$ cat config.mk
export PLATFORM = sky130hd
export DESIGN_NAME = comparator
export DESIGN_NICKNAME = d
export VERILOG_FILES = /design/src/rtl/comparator.sv
export SDC_FILE = /design/constraint.sdc
export NUM_CORES = 1
export LEC_CHECK = 0
export ABC_AREA = 1
export ABC_CLOCK_PERIOD_IN_PS = 1800
export CAP_MARGIN = 0
export CORE_AREA = 2 2 39 41
export DETAILED_ROUTE_END_ITERATION = 16
export DIE_AREA = 0 0 41 43
export DONT_BUFFER_PORTS = 1
export GPL_TIMING_DRIVEN = 0
export PLACE_DENSITY_LB_ADDON = 0.05
export SYNTH_ARGS = -nofsm -noshare
export SYNTH_HDL_FRONTEND = slang
export SYNTH_SLANG_ARGS = --single-unit
export TNS_END_PERCENT = 50
$ cat constraint.sdc
create_clock -name clk -period 1.8 [get_ports clk]
set_input_delay 0.36 -clock clk [delete_from_list [all_inputs] [get_ports clk]]
set_output_delay 0.36 -clock clk [all_outputs]
set_load 0.01 [all_outputs]
$ cat src/rtl/comparator.sv
// Registered magnitude comparator: an MSB-first mux cascade decides a>b / a==b,
// and the same decision steers max_out/min_out. Results land one edge after sampling.
module comparator #(
    parameter int WIDTH = 1
) (
    input  logic             clk,
    input  logic             rst,
    input  logic [WIDTH-1:0] a,
    input  logic [WIDTH-1:0] b,
    input  logic             in_valid,
    input  logic             signed_mode,
    output logic             greater,
    output logic             lesser,
    output logic             equal,
    output logic [WIDTH-1:0] max_out,
    output logic [WIDTH-1:0] min_out,
    output logic             out_valid
);

    logic eq_run;
    logic gt_run;
    logic bit_eq;
    logic bit_gt;
    logic lt_dec;

    // Each stage keeps the verdict from the higher bits unless they were all equal.
    // In signed mode the sign bit is inverted, so MSB=0 is the larger operand.
    always_comb begin
        eq_run = 1'b1;
        gt_run = 1'b0;
        bit_eq = 1'b0;
        bit_gt = 1'b0;
        for (int i = WIDTH - 1; i >= 0; i--) begin
            bit_eq = (a[i] == b[i]);
            if (i == WIDTH - 1 && signed_mode) begin
                bit_gt = b[i] & ~a[i];
            end else begin
                bit_gt = a[i] & ~b[i];
            end
            gt_run = eq_run ? bit_gt : gt_run;
            eq_run = eq_run & bit_eq;
        end
        lt_dec = ~gt_run & ~eq_run;
    end

    // All-zero flags after reset mean "no result yet"; results hold while idle.
    always_ff @(posedge clk or posedge rst) begin
        if (rst) begin
            greater   <= 1'b0;
            lesser    <= 1'b0;
            equal     <= 1'b0;
            max_out   <= '0;
            min_out   <= '0;
            out_valid <= 1'b0;
        end else begin
            out_valid <= in_valid;
            if (in_valid) begin
                greater <= gt_run;
                lesser  <= lt_dec;
                equal   <= eq_run;
                max_out <= gt_run ? a : b;
                min_out <= gt_run ? b : a;
            end
        end
    end

endmodule

# == Yosys cells after proc, flatten, opt, wreduce, memory -nomap -nowiden ==
# Index checks and enable logic that the tools add are counted.
# totals
register_bits,6
in_bits,6
out_inout_bits,6
wordCells,17
# classes
eq_ne,1
mux,3
n_bitwise,7
# op_table
op,n
$not 1->1,4
$and 1x1->1,3
$mux 1,3
$eq 1x1->1,1

# == Longest topological paths before layout ==
# Gate-level depths: netlist of the first run.
# depth
depth_word,5
mapped_depth,7
depth_no_buf,7

# == Worst setup path after synthesis of the first run ==
# OpenSTA, ideal clock, no wires.
# synth_timing
path_type,input to register
startpoint,in a
endpoint,reg equal
setup_ps,119
t_arrival_ps,1031
required_time_ps,1681
setup_slack_ps,650
path_stages,4
path_buffers,0
cell_sequence,inv_1 -> ha_1 -> or2_4 -> o21a_1
# synth_via
elab_chain_len,1
# synth_lines
item,line_no,source
start: declaration,8,"input logic [WIDTH-1:0] a,"
$eq 1x1->1,34,bit_eq = (a[i] == b[i]);
named net bit_eq,22,logic bit_eq;
end signal: assignment,60,equal <= eq_run;
end: declaration,14,"output logic equal,"
# The timed path passes the listed nets, and every way through them passes these cells.
# A chain may end at the register's enable or synchronous reset.

# == Worst setup path in the final report of the first run ==
# layout_timing
startpoint,reg lesser
endpoint,out lesser
# layout_rtl
item,line_no,source
start: declaration,13,"output logic lesser,"
start signal: assignment,59,lesser <= lt_dec;
# No word-level cell between the ends.

==> results.toml, run 1 <==
[power_and_ir_drop]
p_switching_w = 0.00008660
combPwrFrac_pct = 12.9
p_total_w = 0.0003310
internal_power_w = 0.0002444
seq_power_share_pct = 50.3
powerDensity_nw_per_um2 = 819.0
power_switching_share_pct = 26.16
leakagePower_nw = 0.2200
ir_drop_v = 0.0001557
p_clk_share_pct = 36.9

[placed_design]
place.gp.congestion = 0.6663
pre_cts_slack_ps = 599.5
dp_hpwl_um = 522.1
post-place-cells = 60
port_buffers = 0

[layout]
nFillCells = 159
fin_cells = 64
drive_gt1_share_pct = 12.50
nNetsFinal = 60
area_delta_synth_final_pct = 14.95
diodes = 0
seqCellArea_um2 = 150.1
fin_util_pct = 29.20
multiInputGateArea_um2 = 167.7

[worst_setup_path]
critPathMaxFanout = 2
cp.required_ps = 1440
rr_worst_depth = 1
ff2ff_setup_slack_ps = 1100
timing.rr.end = "equal$_DFFE_PP0P_"
cp-start-kind = "register"
cp.arrival_ps = 660
cp-end-kind = "primary output"
worst_r2r_startpoint = "equal$_DFFE_PP0P_"
crit_type = "register to primary output"

[clock_network]
htreeDepth = 1
cts_tree = "built"
hold_buffers = 1
cts_made_buffers = 3
cts-root-buf = "clkbuf_4"
path_clk_slew_ps = 40
clock-sinks = 6
clockBufferDepth = 2
post_cts_resized = 0
post-cts-setup-buffer-count = 0
clk_latency_ps = 240

[timing]
rsz0062_at_grt = "no"
finalCriticalPeriod_ps = 1016
finClkSkew_ps = 0
layout_setup_ws_ps = 783.8
tightest_slew_ps = 223.9
timing.fmax_mhz = 984.0
period_share_pct = 56.46
finalSetupViolCount = 0
tns_ps = 0
max_slew_margin_pct = 85.06
final-hold-violation-count = 0
slew_violations = 0

[yosys]
synth_edf_count = 0
yosysSeqAreaShare_pct = 42.70
ys_types = 11
synth.most_common_cell = "nand2_1"
synthFlopType = "dfrtp_1"
synth_fp_nets = 54
avgSynthCellArea_um2 = 7.991
syn_inst = 44
yosysWarnings = 0
synth_area_um2 = 351.6
synth.top_cell.area_share_pct = 42.70
ys_top_cells_by_count = "nand2_1, inv_1, dfrtp_1, nand3_1, ha_1"
synth.area.top_cells = "dfrtp_1, nand2_1, ha_1, nand3_1, inv_1"
async_reset_ff_share_pct = 100.0
synth.largest_area_cell = "dfrtp_1"
ys_ff_latch = 6

[run]
max_cap_viol_count = 0

[route]
drt-wirelength-per-cell_um = 9.828
viasPerCell = 4.156
routed_wirelength_um = 629
drt_iter0_drc = 6
dr.pass1.iters = 3
drc = 0
ant_nets = 0
vias = 266

[floorplan]
ios = 12
die_x_um = 41
die_height_um = 43
initial_core_util_pct = 25.41
num_rows = 14
coreArea_um2 = 1384
die_area_um2 = 1763

[grt]
grt_first_pass_wirelength_um = 1069
grt_antenna_before_repair = 0
grt_max_degree = 8
grt_pass1_vias = 275
grt.overflow.total = 0
grt_usage_pct = 9.237

[hold_path]
min_to = "out_valid$_DFF_PP0_"
worstHoldStart = "in_valid"
hold_class = "input port to register"
holdPathStages = 0

[status]
status = "complete, no violations"
per-layer routing:
metal	up-vias	global-route usage, %	wire [µm]
li1	143	-	-
met1	111	9.646	250
met2	12	11.56	285
met3	0	3.665	93
met4	0	12.00	0
met5	-	0	0
through the flow:
| stage | area [µm²] | hold WS [ps] |
|---|---|---|
| 2_1_floorplan | 351.6 | 151.0 |
| 3_5_place_dp | 371.6 | 179.4 |
| 3_3_place_gp | 371.6 | 169.4 |
| 4_1_cts | 404.1 | 133.7 |
| 6_report | 404.1 | 144.8 |
| 5_1_grt | 404.1 | 131.2 |
cell families (layout without fill, tap and decap cells):
group	Yosys count	count (layout)	share of synthesized area, %
AND/OR/NAND/NOR	22	22	27.05
flip-flops	6	6	42.70
adder cells (fa/ha/maj)	4	4	14.24
AO/OA/AOI/OAI	3	3	6.408
buffers and inverters	9	13	9.608
power by group through the flow:
stage / Sequential (W) / Clock [W] / Combinational (W)
after detailed placement: 0.000169 / 0 / 0.0000418
after floorplan: 0.000166 / 0 / 0.0000356
after CTS: 0.000167 / 0.000129 / 0.0000436
final: 0.000166 / 0.000122 / 0.0000427
after global routing: 0.000169 / 0.000134 / 0.0000516
after global placement: 0.000168 / 0 / 0.0000412
registers in the layout, summed over array words and instances, names as in the netlist:
register / cells
min_out: 1
equal: 1
max_out: 1
out_valid: 1
greater: 1
lesser: 1
how the worst max path moves through the flow:
stage | startpoint | endpoint | cells past startpoint
6_report | lesser$_DFFE_PP0P_ | lesser | 0
5_1_grt | max_out$_DFFE_PP0P_ | max_out | 0
4_1_cts | max_out$_DFFE_PP0P_ | max_out | 0
3_5_place_dp | a | equal$_DFFE_PP0P_ | 4
3_3_place_gp | a | equal$_DFFE_PP0P_ | 4
2_1_floorplan | a | equal$_DFFE_PP0P_ | 4
area by class of cell:
| class | instances | share of cell area, % |
|---|---|---|
| clock buffer | 3 | 5.573 |
| inverter | 9 | 8.359 |
| multi-input combinational | 29 | 41.49 |
| sequential | 6 | 37.15 |
| tap | 16 | 4.954 |
| timing repair buffer | 1 | 2.477 |
cell usage in the layout, fill, tap and decap left out, types with 3 or more instances in the layout:
cell / n
clkbuf_4: 3
dfrtp_1: 6
ha_1: 4
inv_1: 8
nand2_1: 14
nand3_1: 6
Note: power is estimated with default switching activity, not from simulation.
==> inputs of run 2 (changes only) <==
Settings changed: ABC_CLOCK_PERIOD_IN_PS 1800 to 1000.
Clock period 1.8 ns to 1 ns, I/O delays scaled along.
==> run 2 against run 1 <==
Compared with the run above: via count grew 1.9%; sequential power grew 80%; critical path depth is the same; wire length grew 4.1%; critical endpoint unchanged.
==> results.toml, run 2 (synthesis gave the netlist of run 1 again) <==
[grt]
grt_antenna_before_repair = 0
grt_first_pass_wirelength_um = 1083
grt_usage_pct = 9.337
grt_max_degree = 8
grt_pass1_vias = 281
grt.overflow.total = 0

[timing]
timing.fmax_mhz = 1168
final-hold-violation-count = 0
slew_violations = 0
rsz0062_at_grt = "no"
finClkSkew_ps = 0
finalSetupViolCount = 0
period_share_pct = 85.63
finalCriticalPeriod_ps = 856.3
hold_ws_ps = 60.50
tightest_slew_ps = 223.2
max_slew_margin_pct = 85.10

[layout]
fin_cells = 65
nNetsFinal = 61
diodes = 0
layout_common_cells = "nand2_1, inv_1, nand3_1, dfrtp_1, ha_1"
nFillCells = 161
area_delta_synth_final_pct = 17.79
final_common_cell = "nand2_1"
drive_gt1_share_pct = 12.24

[power_and_ir_drop]
ir_drop_v = 0.0002803
leakagePower_nw = 0.2242
p_total_w = 0.0006002
powerDensity_nw_per_um2 = 1449

[run]
max_cap_viol_count = 0

[floorplan]
die_x_um = 41
num_rows = 14
initial_core_util_pct = 25.41
coreArea_um2 = 1384
ios = 12
die_area_um2 = 1763
die_height_um = 43

[clock_network]
htreeDepth = 1
path_clk_slew_ps = 40
cts_tree = "built"
clk_latency_ps = 240
clockBufferDepth = 2
cts_made_buffers = 3
post-cts-setup-buffer-count = 0
cts-root-buf = "clkbuf_4"
post_cts_resized = 0
clock-sinks = 6

[route]
drt_iter0_drc = 6
viasPerCell = 4.169
drc = 0
dr.pass1.iters = 4
routed_wirelength_um = 655
vias = 271
ant_nets = 0
drt-wirelength-per-cell_um = 10.08

[hold_path]
hold_class = "input port to register"

[worst_setup_path]
cp.arrival_ps = 660
critPathMaxFanout = 2
cp-end-kind = "primary output"
crit_type = "register to primary output"
cp.required_ps = 800
cp-start-kind = "register"

[placed_design]
dp_hpwl_um = 522.1
port_buffers = 0
post-place-cells = 60
place.gp.congestion = 0.6663

[status]
status = "complete, no violations"
run 2: cell count changes in the layout (fill, tap and decap cells not counted), sizes merged:
cell	delta
dlygate4sd3	+1
run 2: area by class of cell:
| cell class | instances | area (µm²) | share of cell area [%] |
|---|---|---|---|
| Clock buffer | 3 | 22.52 | 5.438 |
| Timing Repair Buffer | 2 | 20.02 | 4.834 |
| Inverter | 9 | 33.78 | 8.157 |
| Sequential cell | 6 | 150.1 | 36.25 |
| Tap cell | 16 | 20.02 | 4.834 |
| Multi-Input combinational cell | 29 | 167.7 | 40.48 |
run 2: path summary, 6_finish.rpt:
path	slack, ps	end	depth (start not counted)	startpoint
worst max-delay path	140	lesser	0	lesser$_DFFE_PP0P_
worst min-delay path	60	greater$_DFFE_PP0P_	1	in_valid
worst max register to register	300	equal$_DFFE_PP0P_	1	equal$_DFFE_PP0P_
worst min register to register	540	min_out$_DFFE_PP0P_	2	min_out$_DFFE_PP0P_
max in group asynchronous	510	min_out$_DFFE_PP0P_	2	rst
min in group asynchronous	310	out_valid$_DFF_PP0_	2	rst
run 2: power breakdown:
part	internal [W]	total, W	switching, W
sequential	0.000270	0.000299	0.0000299
combinational	0.0000374	0.0000799	0.0000425
clock	0.000136	0.000221	0.0000853
run 2: metrics by stage:
| stage | area (µm²) | util, % | setup WS (ps) | setup TNS, ps |
|---|---|---|---|---|
| 2_1_floorplan | 351.6 | - | 10.26 | 0 |
| 3_3_place_gp | 371.6 | 26.85 | -39.85 | -39.85 |
| 3_5_place_dp | 371.6 | 26.85 | -40.48 | -43.00 |
| 4_1_cts | 414.1 | 29.93 | 131.3 | 0 |
| 5_1_grt | 414.1 | 29.93 | 122.0 | 0 |
| 6_report | 414.1 | 29.93 | 143.7 | 0 |
run 2: per-layer routing:
layer / GRT usage [%] / part of all wire (%)
met1: 9.646 / 41
met2: 11.88 / 45
met3: 3.665 / 14
met4: 12.00 / 0
met5: 0 / 0
run 2: what timing repair did:
action                                  CTS  global route
hold buffers                              2             0
endpoints found under the setup margin    0             0
endpoints found under the hold margin     7             0
==> inputs of run 3 (changes only) <==
Settings changed: ABC_CLOCK_PERIOD_IN_PS 1000 to 900, SKIP_LAST_GASP set to 1.
Clock period 1 ns to 0.9 ns, I/O delays scaled along.
==> run 3 against run 2 <==
Compared with the run above: final cell count unchanged; clock power rose by 9%; global-route usage rose by 1.4 points; critical path depth unchanged; count of clock-buffer cells in the layout unchanged; total power is 11% higher; sequential power grew 11%; setup slack worse by 80 ps; non-clock buffer count unchanged; die area did not move; register-to-register slack worse by 110 ps; cell area increased by 3.0%.
==> results.toml, run 3 (synthesis gave the netlist of run 1 again) <==
[clock_network]
hold_buffers = 2
cts_made_buffers = 3
clk_latency_ps = 240
post_cts_resized = 0
cts-root-buf = "clkbuf_4"
htreeDepth = 1
path_clk_slew_ps = 50
cts_tree = "built"
clockBufferDepth = 2
clock-sinks = 6
post-cts-setup-buffer-count = 0

[route]
dr.pass1.iters = 3
vias = 274
ant_nets = 0
routed_wirelength_um = 713
drt_iter0_drc = 1
drc = 0
drt-wirelength-per-cell_um = 10.97
viasPerCell = 4.215

[grt]
grt_max_degree = 8
grt_pass1_vias = 326
grt.overflow.total = 0
grt_usage_pct = 10.75
grt_antenna_before_repair = 0
grt_first_pass_wirelength_um = 1262

[floorplan]
num_rows = 14
initial_core_util_pct = 25.41
coreArea_um2 = 1384
die_area_um2 = 1763
ios = 12
die_height_um = 43
die_x_um = 41

[timing]
slew_violations = 0
timing.fmax_mhz = 1196
period_share_pct = 92.91
tightest_slew_ps = 225.9
rsz0062_at_grt = "no"
final-hold-violation-count = 0
finClkSkew_ps = 0
finalSetupViolCount = 0
max_slew_margin_pct = 84.92
finalCriticalPeriod_ps = 836.2

[worst_setup_path]
cp.depth = 0
crit_type = "register to primary output"
critPathMaxFanout = 2
cp.arrival_ps = 660
rr_worst_depth = 1
cp-start-kind = "register"
cp-end-kind = "primary output"
cp.required_ps = 720

[hold_path]
hold_class = "input port to register"
holdPathStages = 1

[placed_design]
port_buffers = 0
dp_hpwl_um = 574.9
place.gp.congestion = 0.6895
post_dp_cell_area_um2 = 384.1

[layout]
layout_common_cells = "nand2_1, inv_1, nand3_1, dfrtp_1"
area_delta_synth_final_pct = 21.35
nFillCells = 153
drive_gt1_share_pct = 16.33
seqCellArea_um2 = 150.1
final_common_cell = "nand2_1"
design_area_um2 = 426.7
multiInputGateArea_um2 = 180.2
nNetsFinal = 61
diodes = 0

[power_and_ir_drop]
ir_drop_v = 0.0002450
powerDensity_nw_per_um2 = 1564
p_total_w = 0.0006672
leakagePower_nw = 0.2231

[status]
status = "complete, no violations"

[run]
max_cap_viol_count = 0
[run 3: worst paths after layout]
| path | startpoint | end | slack, ps |
|---|---|---|---|
| max | max_out$_DFFE_PP0P_ | max_out | 60 |
| min | in_valid | greater$_DFFE_PP0P_ | 40 |
| max reg2reg | equal$_DFFE_PP0P_ | equal$_DFFE_PP0P_ | 190 |
| min reg2reg | min_out$_DFFE_PP0P_ | min_out$_DFFE_PP0P_ | 550 |
| max in group asynchronous | rst | lesser$_DFFE_PP0P_ | 420 |
| min in group asynchronous | rst | greater$_DFFE_PP0P_ | 290 |
[run 3: area by class of cell]
cell class	instances	area share [%]
multi-input combinational	29	42.23
tap	16	4.692
inverter	9	7.918
clock buffer	3	5.279
timing repair buffer	2	4.692
sequential	6	35.19
[run 3: power by group]
| part | total, W | internal (W) | leakage, nW | switching (W) |
|---|---|---|---|---|
| clock network | 0.000240 | 0.000150 | 0.0138 | 0.0000899 |
| logic | 0.0000939 | 0.0000448 | 0.138 | 0.0000491 |
| registers | 0.000333 | 0.000300 | 0.0717 | 0.0000336 |
| total | 0.000667 | 0.000495 | 0.223 | 0.000173 |
[run 3: per-stage QoR]
stage	hold WS, ps	TNS (ps)	util, %	worst slack [ps]	std cells
floorplan	-29.04	0	-	25.53	44
global placement	-11.58	-6.280	27.76	-6.280	60
detailed placement	2.595	-20.47	27.76	-20.47	60
CTS	31.18	0	30.83	50.81	65
global route	48.58	0	30.83	44.25	65
finish	38.57	0	30.83	63.78	65
[run 3: per-layer routing]
layer  part of all wire (%)  GRT usage, %  routed length, µm  vias up
li1                       -             -                  -      144
met1                     38         11.94                274      120
met2                     50         16.25                357       10
met3                     11         3.141                 81        0
met4                      0         8.000                  0        0
met5                      0             0                  0        -
